===== config.mk =====
export PLATFORM = sky130hd
export DESIGN_NAME = pow_5_rr_scheduler_flat
export DESIGN_NICKNAME = d
export VERILOG_FILES = /design/src/rtl/pow_5_rr_scheduler_if.sv /design/src/rtl/pow_5_rr_scheduler.sv /design/src/flat_wrapper.sv
export SDC_FILE = /design/constraint.sdc
export NUM_CORES = 1
export LEC_CHECK = 0
export BUFFER_PORTS_ARGS = -buffer_cell sky130_fd_sc_hd__clkbuf_2
export CAP_MARGIN = 20
export CORE_UTILIZATION = 50
export CTS_BUF_LIST = sky130_fd_sc_hd__clkbuf_2
export CTS_CLUSTER_SIZE = 16
export DETAILED_ROUTE_END_ITERATION = 8
export PLACE_DENSITY = 0.86
export SLEW_MARGIN = 20
export SYNTH_ARGS = -nofsm -noshare
export SYNTH_HDL_FRONTEND = slang
export SYNTH_SLANG_ARGS = --single-unit

===== constraint.sdc =====
create_clock -name clk -period 2.95 [get_ports clk]
set_input_delay 0.1475 -clock clk [delete_from_list [all_inputs] [get_ports clk]]
set_output_delay 0.1475 -clock clk [all_outputs]
set_load 0.01 [all_outputs]

===== src/rtl/pow_5_rr_scheduler_if.sv =====
// Requester, datapath and result buses of the pow_5 round-robin scheduler.
// slave = scheduler side, master = requester/datapath environment side.
interface pow_5_rr_scheduler_if #(
    parameter int width = 12,
    parameter int n_req = 4
);
    logic [n_req-1:0]       req_vld;
    logic [n_req*width-1:0] req_data;
    logic [n_req-1:0]       req_rdy;
    logic                   dp_vld;
    logic [width-1:0]       dp_data;
    logic                   dp_res_vld;
    logic [width-1:0]       dp_res_data;
    logic [n_req-1:0]       res_vld;
    logic [width-1:0]       res_data;

    modport slave (
        input  req_vld, req_data, dp_res_vld, dp_res_data,
        output req_rdy, dp_vld, dp_data, res_vld, res_data
    );

    modport master (
        output req_vld, req_data, dp_res_vld, dp_res_data,
        input  req_rdy, dp_vld, dp_data, res_vld, res_data
    );
endinterface


===== src/rtl/pow_5_rr_scheduler.sv =====
// Round-robin share of one fixed-latency pow_5 datapath; grant->dp_vld 1 cycle, handshake->res_vld latency+2.
// Backpressure: en=0 stalls new grants only; results and datapath have no flow control, tag/result skew raises sticky err.
module pow_5_rr_scheduler #(
    parameter int width   = 12,
    parameter int n_req   = 4,
    parameter int latency = 4
) (
    input  logic                 clk,
    input  logic                 rst_n,
    input  logic                 en,
    pow_5_rr_scheduler_if.slave  bus,
    output logic                 busy,
    output logic                 err
);
    localparam int idx_w = (n_req > 1) ? $clog2(n_req) : 1;
    localparam logic [idx_w-1:0] last_idx = idx_w'(n_req - 1);

    typedef struct packed {
        logic             vld;
        logic [idx_w-1:0] idx;
    } tag_t;

    logic [idx_w-1:0] ptr;
    logic             cand_vld;
    logic [idx_w-1:0] cand_idx;
    logic [idx_w-1:0] probe;
    logic             grant;
    logic             tags_any;

    // Stage 0 sits alongside dp_vld; stage 'latency' lines up with dp_res_vld.
    tag_t tag_q [0:latency];

    // Lowest offset from ptr wins, so scan from the far end and let nearer hits overwrite.
    always_comb begin
        cand_vld = 1'b0;
        cand_idx = '0;
        probe    = '0;
        for (int k = n_req - 1; k >= 0; k--) begin
            probe = idx_w'((int'(ptr) + k) % n_req);
            if (bus.req_vld[probe]) begin
                cand_vld = 1'b1;
                cand_idx = probe;
            end
        end
    end

    assign grant = en & cand_vld;

    always_comb begin
        bus.req_rdy = '0;
        if (grant) begin
            bus.req_rdy[cand_idx] = 1'b1;
        end
    end

    always_comb begin
        tags_any = 1'b0;
        for (int k = 0; k <= latency; k++) begin
            tags_any = tags_any | tag_q[k].vld;
        end
    end

    assign busy = bus.dp_vld | tags_any | (|bus.res_vld);

    always_ff @(posedge clk or negedge rst_n) begin
        if (!rst_n) begin
            ptr          <= '0;
            bus.dp_vld   <= 1'b0;
            bus.dp_data  <= '0;
            bus.res_vld  <= '0;
            bus.res_data <= '0;
            err          <= 1'b0;
            for (int k = 0; k <= latency; k++) begin
                tag_q[k] <= '0;
            end
        end else begin
            bus.dp_vld <= grant;
            if (grant) begin
                bus.dp_data <= bus.req_data[cand_idx*width +: width];
                ptr         <= (cand_idx == last_idx) ? '0 : cand_idx + 1'b1;
            end

            tag_q[0] <= '{vld: grant, idx: cand_idx};
            for (int k = 1; k <= latency; k++) begin
                tag_q[k] <= tag_q[k-1];
            end

            bus.res_vld <= '0;
            if (tag_q[latency].vld && bus.dp_res_vld) begin
                bus.res_vld[tag_q[latency].idx] <= 1'b1;
                bus.res_data                    <= bus.dp_res_data;
            end

            // A slot with only one side valid means the datapath lost alignment; drop it.
            if (tag_q[latency].vld != bus.dp_res_vld) begin
                err <= 1'b1;
            end
        end
    end
endmodule


===== src/flat_wrapper.sv =====
// flat-port wrapper written by rule: the top's interface ports become plain ports
module pow_5_rr_scheduler_flat 
#(
    parameter int width   = 12,
    parameter int n_req   = 4,
    parameter int latency = 4
)
  (clk, rst_n, en, busy, err, bus_req_vld, bus_req_data, bus_dp_res_vld, bus_dp_res_data, bus_req_rdy, bus_dp_vld, bus_dp_data, bus_res_vld, bus_res_data);
  pow_5_rr_scheduler_if #(.width(width), .n_req(n_req)) bus_i ();
  input  logic clk;
  input  logic rst_n;
  input  logic en;
  output logic busy;
  output logic err;
  input wire logic [$bits(bus_i.req_vld)-1:0] bus_req_vld;
  input wire logic [$bits(bus_i.req_data)-1:0] bus_req_data;
  input wire logic [$bits(bus_i.dp_res_vld)-1:0] bus_dp_res_vld;
  input wire logic [$bits(bus_i.dp_res_data)-1:0] bus_dp_res_data;
  output wire logic [$bits(bus_i.req_rdy)-1:0] bus_req_rdy;
  output wire logic [$bits(bus_i.dp_vld)-1:0] bus_dp_vld;
  output wire logic [$bits(bus_i.dp_data)-1:0] bus_dp_data;
  output wire logic [$bits(bus_i.res_vld)-1:0] bus_res_vld;
  output wire logic [$bits(bus_i.res_data)-1:0] bus_res_data;
  assign bus_i.req_vld = bus_req_vld;
  assign bus_i.req_data = bus_req_data;
  assign bus_i.dp_res_vld = bus_dp_res_vld;
  assign bus_i.dp_res_data = bus_dp_res_data;
  assign bus_req_rdy = bus_i.req_rdy;
  assign bus_dp_vld = bus_i.dp_vld;
  assign bus_dp_data = bus_i.dp_data;
  assign bus_res_vld = bus_i.res_vld;
  assign bus_res_data = bus_i.res_data;
  pow_5_rr_scheduler #(.width(width), .n_req(n_req), .latency(latency)) u_core (.clk(clk), .rst_n(rst_n), .en(en), .bus(bus_i), .busy(busy), .err(err));
endmodule

Yosys cells after proc, flatten, opt, wreduce, memory -nomap -nowiden:

Index checks and enable logic that the tools add are counted.

* reduce and logical (&&, ||, !) cells: 4
* bitwise logic cells: 7
* multipliers: 1
* $lt $le $gt $ge: 8
* add/sub/neg operators: 4
* shift operators: 1
* muxes and demuxes: 23
* equality and inequality tests: 2

Operator list (number)
* $shiftx 48x7->12: 1
* $lt 2x3->1 const B: 6
* $mux 1: 10
* $mux 2: 5
* $bmux 1 s2: 4
* $mux 4: 2
* $or 1x1->1: 6
* $add 2x1->2 const B: 2
* $add 2x2->2 const B: 2
* $demux 1 s2: 2
* $ge 2x1->1 const B: 2
* $mul 2x2->4 const B: 1
* $reduce_or 4->1: 1
* $logic_and 1x1->1: 3
* $eq 2x2->1 const B: 1
* $and 1x1->1: 1
* $ne 1x1->1: 1

* input bits: 68
* register bits: 46
* output and inout bits: 35

Logic depth before layout (Yosys ltp):

Gate-level depths: netlist of the first run.

* depth after elaboration: 12
* mapped depth: 7
* mapped depth without buffers: 6

Worst setup path before layout of the first run:

OpenSTA, ideal clock, no wires.

* path type: register -> register
* from: register u_core.ptr[1]
* to: register u_core.bus.dp_data[0]
* stages on the path, launching flop included: 8
* path slack: 1.261 ns
* clock period less this slack: 1.689 ns
* data required time: 2.815 ns
* buffers on the path: 1
* data arrival time: 1.554 ns
* path through: dfrtp_1 > mux2i_1 > a21oi_4 > nand2_4 > inv_4 > buf_6 > a2111oi_2 > a211oi_2

* longest elaborated chain between the ends: 9
* elaborated cells between the ends (all ways): 22
* those cells by class: 3 x add/sub; 1 x mul; 1 x shift; 16 x mux; 1 x bitwise

Ends and longest elaborated chain
* start: declaration: line pow_5_rr_scheduler.sv:23 `logic [idx_w-1:0] ptr;`
* start signal: assignment: line pow_5_rr_scheduler.sv:80 `ptr <= (cand_idx == last_idx) ? '0 : cand_idx + 1'b1;`
* $add 2x2->2: line pow_5_rr_scheduler.sv:39 `probe = idx_w'((int'(ptr) + k) % n_req);`
* $bmux 1 s2: line pow_5_rr_scheduler.sv:40 `if (bus.req_vld[probe]) begin`
* $mux 1 (not written as such): line pow_5_rr_scheduler.sv:40
* $mux 2 (3 in a row): line pow_5_rr_scheduler.sv:40
* $mux 2 (*): line pow_5_rr_scheduler.sv:40
* net u_core.cand_idx[0]: line pow_5_rr_scheduler.sv:25 `logic [idx_w-1:0] cand_idx;`
* $mul 2x2->4 (*): line pow_5_rr_scheduler.sv:79 `bus.dp_data <= bus.req_data[cand_idx*width +: width];`
* $shiftx 48x7->12 (*): line pow_5_rr_scheduler.sv:79
* end signal: assignment: line pow_5_rr_scheduler.sv:79
* end: declaration: line pow_5_rr_scheduler_if.sv:19 `output req_rdy, dp_vld, dp_data, res_vld, res_data`

The timed path passes the listed nets; every way through them passes the cells marked *. The select of a mux whose other input is x is not followed.
A chain may end at the register's enable or synchronous reset.

Final worst setup path of the first run:

* from: register u_core.ptr[1]
* to: output port bus_req_rdy[3]

* longest elaborated chain between the ends: 12
* elaborated cells between the ends (all ways): 26
* those cells by class: 3 x add/sub; 2 x order compare; 19 x mux; 1 x bitwise; 1 x reduce/logical

Ends and longest elaborated chain
* $add 2x2->2: line pow_5_rr_scheduler.sv:39
* $bmux 1 s2: line pow_5_rr_scheduler.sv:40
* $mux 1 (not written as such): line pow_5_rr_scheduler.sv:40
* $mux 2 (4 in a row): line pow_5_rr_scheduler.sv:40
* $lt 2x3->1 (not written as such) or $ge 2x1->1 (tied branches): line pow_5_rr_scheduler.sv:52 `bus.req_rdy[cand_idx] = 1'b1;`
* $logic_and 1x1->1 (not written as such): line pow_5_rr_scheduler.sv:52
* $mux 1 (not written as such): line pow_5_rr_scheduler.sv:52
* $demux 1 s2
* $mux 4 (*): line pow_5_rr_scheduler.sv:51 `if (grant) begin`
* end: declaration: line flat_wrapper.sv:19 `output wire logic [$bits(bus_i.req_rdy)-1:0] bus_req_rdy;`

Every way passes the cells marked *; elsewhere a longest branch is shown, timed or not. The select of a mux whose other input is x is not followed.

==> results of run 1 <==
area by class of cell:
class | instances | area (um^2) | area share
tap | 50 | 62.56 | 0.02226
sequential | 46 | 1151 | 0.4096
multi-input combinational | 104 | 889.6 | 0.3166
inverter | 3 | 13.76 | 0.004898
clock buffer | 5 | 25.02 | 0.008905
timing repair buffer | 117 | 658.1 | 0.2342
clock inverter | 2 | 10.01 | 0.003562
flip-flops by register name (all words and copies together), names as in the netlist:
signal and flops:
u_core.tag_q 14, u_core.bus.dp_data 12, u_core.bus.res_data 12, u_core.bus.res_vld 4
u_core.ptr 2, u_core.bus.dp_vld 1, u_core.err 1
metrics by stage:
stage	utilization	worst slack, ps
2_1_floorplan	-	1261
3_3_place_gp	0.6559	1038
4_1_cts	0.6969	589.2
6_report	0.6975	609.8
3_5_place_dp	0.6559	855.2
5_1_grt	0.6975	454.2
cell families after synthesis:
logic type,after synthesis
AOI/OAI and AO/OA,44
xor gates and xnor gates,1
DFF,46
and+or+nand+nor,33
muxes,25
buffers and inverters,13
adders and majority gates,1
cell usage in the layout, fill, tap and decap left out, drive strengths merged, types with 2 or more instances in the layout:
master and n:
a21oi 4, a211oi 12, nor3 3, dfrtp 46, mux2i 13, nand2 4
inv 3, and3 3, a21boi 12, nor3b 2, clkbuf 106, buf 3
dlygate4sd3 13, a2111oi 12, nor2 15, mux2 12, clkinv 2
timing repair:
action	in CTS	in global routing
hold endpoints to repair	58	0
endpoints found under the setup margin	0	0
hold buffers	13	0
power groups by stage:
stage / sequential, mW / combinational (mW) / clock (mW)
2_1_floorplan: 0.900 / 0.350 / 0
3_3_place_gp: 0.866 / 0.580 / 0
3_5_place_dp: 0.872 / 0.598 / 0
4_1_cts: 0.860 / 0.611 / 0.245
5_1_grt: 0.879 / 0.666 / 0.269
6_report: 0.859 / 0.608 / 0.234
routing by layer:
layer  part of all wire  track usage  routed length (um)  vias to the layer above
met4              0.021      0.09043                 106                        0
met2               0.52       0.4063                2606                       88
li1                   -            -                   -                      835
met1               0.40       0.2895                1977                      780
met5                  0            0                   0                        -
met3              0.060      0.05479                 297                       13
worst paths after layout:
| kind | slack [ps] | start | to | cells past startpoint |
|---|---|---|---|---|
| max in group asynchronous | 2320 | rst_n | u_core.tag_q[11]$_DFF_PN0_ | 2 |
| setup / recovery | 610 | u_core.ptr[1]$_DFFE_PN0P_ | bus_req_rdy[3] | 6 |
| setup reg to reg | 830 | u_core.ptr[1]$_DFFE_PN0P_ | u_core.bus.dp_data[1]$_DFFE_PN0P_ | 6 |
| hold / removal | 30 | bus_req_data[41] | u_core.bus.dp_data[5]$_DFFE_PN0P_ | 3 |
| min in group asynchronous | 240 | rst_n | u_core.bus.dp_data[9]$_DFFE_PN0P_ | 2 |
| hold reg to reg | 360 | u_core.tag_q[4]$_DFF_PN0_ | u_core.tag_q[1]$_DFF_PN0_ | 0 |
cells in the mapped netlist, drive strengths merged:
master,count,share of area
a2111oi,12,0.064
a211oi,12,0.054
a21boi,12,0.042
a21o,1,0.0035
a21oi,4,0.015
a2bb2oi,1,0.0071
and2,1,0.0041
and3,3,0.0089
and3b,1,0.0041
buf,6,0.024
clkbuf,4,0.0071
dfrtp,46,0.54
ha,1,0.0059
inv,3,0.0065
mux2,12,0.064
mux2i,13,0.061
nand2,4,0.011
nand3,1,0.0024
nand3b,1,0.0035
nor2,15,0.027
nor3,3,0.0071
nor3b,2,0.0094
nor4,1,0.0030
o21ai,1,0.0024
o41ai,1,0.013
or2,1,0.0030
xnor2,1,0.0041
worst max-delay path, stage by stage (launching register included):
cell and delay [ps]:
dfrtp_1 490, mux2i_1 180, a21oi_4 330, nand2_4 230, inv_4 250, and3_1 180, clkbuf_2 130
==> impl_summary.txt, run 1 <==
----------------------------------------------------
[Finish]
  Share of final-layout standard cells stronger than drive strength 1 ... 0.5126
  Fill count ... 284
  Filler-free cell count of the finished design ... 327
  Diodes inserted ... 0
  Area added between synthesis and finish ... 32.51%
  Fin nets ... 346
  Finished layout cell area ... 2810 um^2

[Power]
  Power per unit of standard cell area ... 605.6 nW/um^2
  Leak ... 1.373 nW
  Worst VDD drop ... 288.8 uV
  Switching power of the nets ... 0.6021 mW
  Final total power ... 1.702 mW
  Int Power ... 1.100 mW
  Proportion of power drawn by the clock network ... 0.138
  Fraction of power consumed by sequential logic ... 0.505
  Combinational Power Share ... 0.357
  Net Sw Frac ... 0.3538

[CTS]
  TritonCTS clock tree ... built
  Cells resized by post-CTS repair ... 0
  Num CTS Buffers ... 5
  Root buffer selected by CTS ... clkbuf_2
  Depth of the CTS H-tree ... 2
  CTS sink count ... 46
  Clock Latency Late Sink ... 390 ps
  Maximum buffer depth of the clock tree ... 2
  Post CTS Setup Buffer Count ... 0
  Clock transition at the registers of the reported paths ... 210 ps

[Timing]
  Finish-stage setup viols ... 0
  Setup TNS ... 0 ps
  Worst clock skew on the final layout ... 14.78 ps
  Worst slack on hold paths ... 30.39 ps
  Worst slew margin ... 0.5799
  Shortest period the worst path allows ... 2340 ps
  Pin slew with the least headroom to its limit ... 630.1 ps
  Top achievable clock speed ... 427.3 MHz
  Hold violation total from the final report ... 0
  Pins Over Slew Limit ... 0
  Share of the clock period used by the worst path ... 0.7933
  Setup repair after global routing missed its margin ... false

[Drt]
  Overall via count from detail_route ... 1716
  Number of DRC markers in iteration 0 ... 61
  Number of optimization iterations in the first detailed-route pass ... 4
  Antenna violation net count after detailed routing ... 0
  WL final ... 4987 um
  Number of DRC violations after detailed routing ... 0
  Routed wire length per instance ... 15.25 um
  Vias per std cell ... 5.248

[Placed design]
  Count of buffers from port buffering ... 102
  RePlAce Congestion ... 0.7146
  Placed instance count ... 307
  Placed Area ... 2643 um^2
  DPL Wire Length ... 3673 um

[Critical path]
  Class of the most critical setup path ... flop to output port
  Startpoint types ... flop
  Data arrival time of the critical path ... 2190 ps
  Worst Setup End Kind ... output port
  Maximum fanout along the worst path ... 17
  Required arrival time at the worst endpoint ... 2800 ps

[Die]
  Core area ... 4029 um^2
  Number of rows in the core area ... 23
  Die area ... 4506 um^2
  Die outline width ... 67.13 um
  I/O pin count ... 103
  Initial standard-cell utilization of the core ... 0.5264
  Die height ... 67.13 um

[Global routing]
  Wire length of the first global-routing pass ... 7679 um
  GRT Total Usage ... 0.2379
  Number of global-route vias before repair ... 1716
  GR Overflow Total ... 0
  Antenna violations before repair ... 0
  Maximum number of pins on one net before global-route repair ... 47

[Status]
  Status ... finished clean

[Worst hold path]
  Kind of path behind the tightest hold check ... input port to flop

[Synthesis]
  Seq/Total Area, Yosys ... 0.5428
  Fraction of the mapped netlist area in compound gates ... 0.2018
  Synthesized-area fraction occupied by xor and xnor cells ... 0.004130
  Post-synthesis cell count ... 163
  Main combinational cell family by area after synthesis ... compound AO/OA/AOI/OAI gates
  Number of synthesis warnings ... 0
  Share of cell area taken by muxes after synthesis ... 0.1251
  Netlist area before placement ... 2121 um^2
  Count of state elements after synthesis ... 46
  Count of different cell masters after synthesis ... 36
  Adder-Cell Fraction of Synth Area ... 0.005900
  Post-synthesis area per instance ... 13.01 um^2
  Simple logic cell fraction of the synthesized area ... 0.08260
  Syn nets ... 232

[Job]
  Max capacitance violation total ... 0

----------------------------------------------------
Power figures use the tool's default switching activity.
==> inputs of run 2 (changes only) <==
--- a/config.mk
+++ b/config.mk
@@ -7,11 +7,11 @@
 export LEC_CHECK = 0
 export BUFFER_PORTS_ARGS = -buffer_cell sky130_fd_sc_hd__clkbuf_2
 export CAP_MARGIN = 20
-export CORE_UTILIZATION = 50
+export CORE_UTILIZATION = 47
 export CTS_BUF_LIST = sky130_fd_sc_hd__clkbuf_2
 export CTS_CLUSTER_SIZE = 16
 export DETAILED_ROUTE_END_ITERATION = 8
-export PLACE_DENSITY = 0.86
+export PLACE_DENSITY = 0.81
 export SLEW_MARGIN = 20
 export SYNTH_ARGS = -nofsm -noshare
 export SYNTH_HDL_FRONTEND = slang
==> constraint.sdc (replaced) <==
create_clock -name clk -period 2.3 [get_ports clk]
set_input_delay 0.115 -clock clk [delete_from_list [all_inputs] [get_ports clk]]
set_output_delay 0.115 -clock clk [all_outputs]
set_load 0.01 [all_outputs]
==> run 2 against run 1 <==
Die area is 6.2% higher; global-route usage fell by 1.2 points; non-clock buffer count grew 15; critical endpoint is now bus_req_rdy[2].
==> impl_summary.txt, run 2 (synthesis gave the netlist of run 1 again) <==
----------------------------------------------------
[Finish]
  Share of final-layout standard cells stronger than drive strength 1 ... 0.5051
  Top Registers ... u_core.tag_q (14), u_core.bus.dp_data (12), u_core.bus.res_data (12)
  Fin nets ... 361
  Number of flip-flops under the largest register name ... 14
  Fill count ... 329
  Diodes inserted ... 0
  Footprint of the multi-input gates ... 890.9 um^2
  Sequential cell area ... 1151 um^2
  Top register by number of flip-flops ... u_core.tag_q
  Area added between synthesis and finish ... 39.23%
  Commonest cells after routing, fill and taps aside ... clkbuf_2 (108), dfrtp_1 (46), dlygate4sd3_1 (23)
  Most common library cell in the layout ignoring fill and taps ... clkbuf_2

[Global routing]
  GRT Total Usage ... 0.2262
  Maximum number of pins on one net before global-route repair ... 39
  GR Overflow Total ... 0
  Antenna violations before repair ... 0
  Wire length of the first global-routing pass ... 8514 um
  Number of global-route vias before repair ... 1874

[Timing]
  Finish-stage setup viols ... 0
  Worst Setup Slack, final ... 208.3 ps
  Worst clock skew on the final layout ... 20.05 ps
  Pins Over Slew Limit ... 0
  Share of the clock period used by the worst path ... 0.9094
  Top achievable clock speed ... 478.1 MHz
  Shortest period the worst path allows ... 2092 ps
  Setup repair after global routing missed its margin ... false
  Setup TNS ... 0 ps
  Hold violation total from the final report ... 0
  Worst slew margin ... 0.3938
  Pin slew with the least headroom to its limit ... 909.3 ps

[Die]
  Die outline width ... 69.18 um
  Die height ... 69.18 um
  I/O pin count ... 103
  Die area ... 4785 um^2
  Core area ... 4354 um^2
  Initial standard-cell utilization of the core ... 0.4871
  Number of rows in the core area ... 24

[CTS]
  Clock transition at the registers of the reported paths ... 230 ps
  Root buffer selected by CTS ... clkbuf_2
  TritonCTS clock tree ... built
  Num CTS Buffers ... 5
  Maximum buffer depth of the clock tree ... 2
  CTS sink count ... 46
  Depth of the CTS H-tree ... 2
  Clock Latency Late Sink ... 410 ps

[Drt]
  Number of DRC markers in iteration 0 ... 82
  Number of optimization iterations in the first detailed-route pass ... 4
  Antenna violation net count after detailed routing ... 0
  Vias per std cell ... 5.267
  WL final ... 5220 um
  Routed wire length per instance ... 15.13 um
  Number of DRC violations after detailed routing ... 0
  Overall via count from detail_route ... 1817

[Worst hold path]
  Kind of path behind the tightest hold check ... input port to flop

[Power]
  Combinational Power Share ... 0.368
  Leak ... 1.439 nW
  Proportion of power drawn by the clock network ... 0.145
  Net Sw Frac ... 0.3527
  Power per unit of standard cell area ... 763.5 nW/um^2
  Fraction of power consumed by sequential logic ... 0.487
  Switching power of the nets ... 0.7951 mW
  Int Power ... 1.459 mW
  Worst VDD drop ... 433.5 uV

[Placed design]
  RePlAce Congestion ... 0.8308
  Count of buffers from port buffering ... 102
  DPL Wire Length ... 3644 um
  Pre-CTS worst setup slack ... 376.7 ps

[Critical path]
  Worst Setup End Kind ... output port
  Required arrival time at the worst endpoint ... 2180 ps
  Startpoint types ... flop
  Class of the most critical setup path ... flop to output port
  Maximum fanout along the worst path ... 11
  Data arrival time of the critical path ... 1980 ps

[Job]
  Max capacitance violation total ... 0

[Status]
  Status ... finished clean

----------------------------------------------------
## run 2: power by group through the flow
stage	Clock, mW	Combinational (mW)	Sequential (mW)
2_1_floorplan	0	0.449	1.15
3_3_place_gp	0	0.758	1.10
3_5_place_dp	0	0.775	1.11
4_1_cts	0.327	0.812	1.09
5_1_grt	0.360	0.907	1.12
6_report	0.326	0.830	1.10
## run 2: cell type report
type	instances	share of cell area
inverter	3	0.004661
timing repair buffer	132	0.2686
multi-input combinational	104	0.3017
sequential	46	0.3898
clock buffer	6	0.01017
clock inverter	2	0.002966
tap	52	0.02203
## run 2: repair_timing
| item | CTS | global route |
|---|---|---|
| hold buffers | 23 | 0 |
| gates resized for setup | 0 | 1 |
| endpoints found under the setup margin | 0 | 1 |
| buffers inserted | 0 | 3 |
| hold endpoints to repair | 56 | 0 |
## run 2: critical path, cell delays in order, from the launching register on
cell	delay, ps
dfrtp_1	510
nand2_1	120
nand3b_1	120
a2bb2oi_2	440
and3_1	240
clkbuf_2	130
## run 2: worst paths after layout
kind,start,to,slack [ps],depth (start not counted)
worst max register to register,u_core.ptr[1]$_DFFE_PN0P_,u_core.bus.dp_data[1]$_DFFE_PN0P_,270,6
worst min-delay path,bus_req_data[27],u_core.bus.dp_data[3]$_DFFE_PN0P_,5,3
worst max-delay path,u_core.ptr[1]$_DFFE_PN0P_,bus_req_rdy[2],210,5
max in group asynchronous,rst_n,u_core.tag_q[12]$_DFF_PN0_,1290,3
min in group asynchronous,rst_n,u_core.bus.dp_data[9]$_DFFE_PN0P_,320,2
worst min register to register,u_core.tag_q[7]$_DFF_PN0_,u_core.tag_q[4]$_DFF_PN0_,370,0
## run 2: metrics by stage
| step | total power, mW | instances | instance area [um^2] | util | hold slack, ps |
|---|---|---|---|---|---|
| 5_1_grt | 2.391 | 345 | 2953 | 0.6782 | 28.58 |
| 4_1_cts | 2.233 | 342 | 2929 | 0.6727 | 4.623 |
| 6_report | 2.254 | 345 | 2953 | 0.6782 | 5.121 |
| 3_3_place_gp | 1.859 | 311 | 2660 | 0.6109 | 270.5 |
| 2_1_floorplan | 1.604 | 163 | 2121 | - | -180.6 |
| 3_5_place_dp | 1.886 | 311 | 2660 | 0.6109 | 275.6 |
## run 2: routing by layer
metal	wire length, um	track usage	up-vias
li1	-	-	863
met1	2162	0.2754	842
met2	2598	0.4045	102
met3	387	0.04797	10
met4	72	0.06122	0
met5	0	0	-
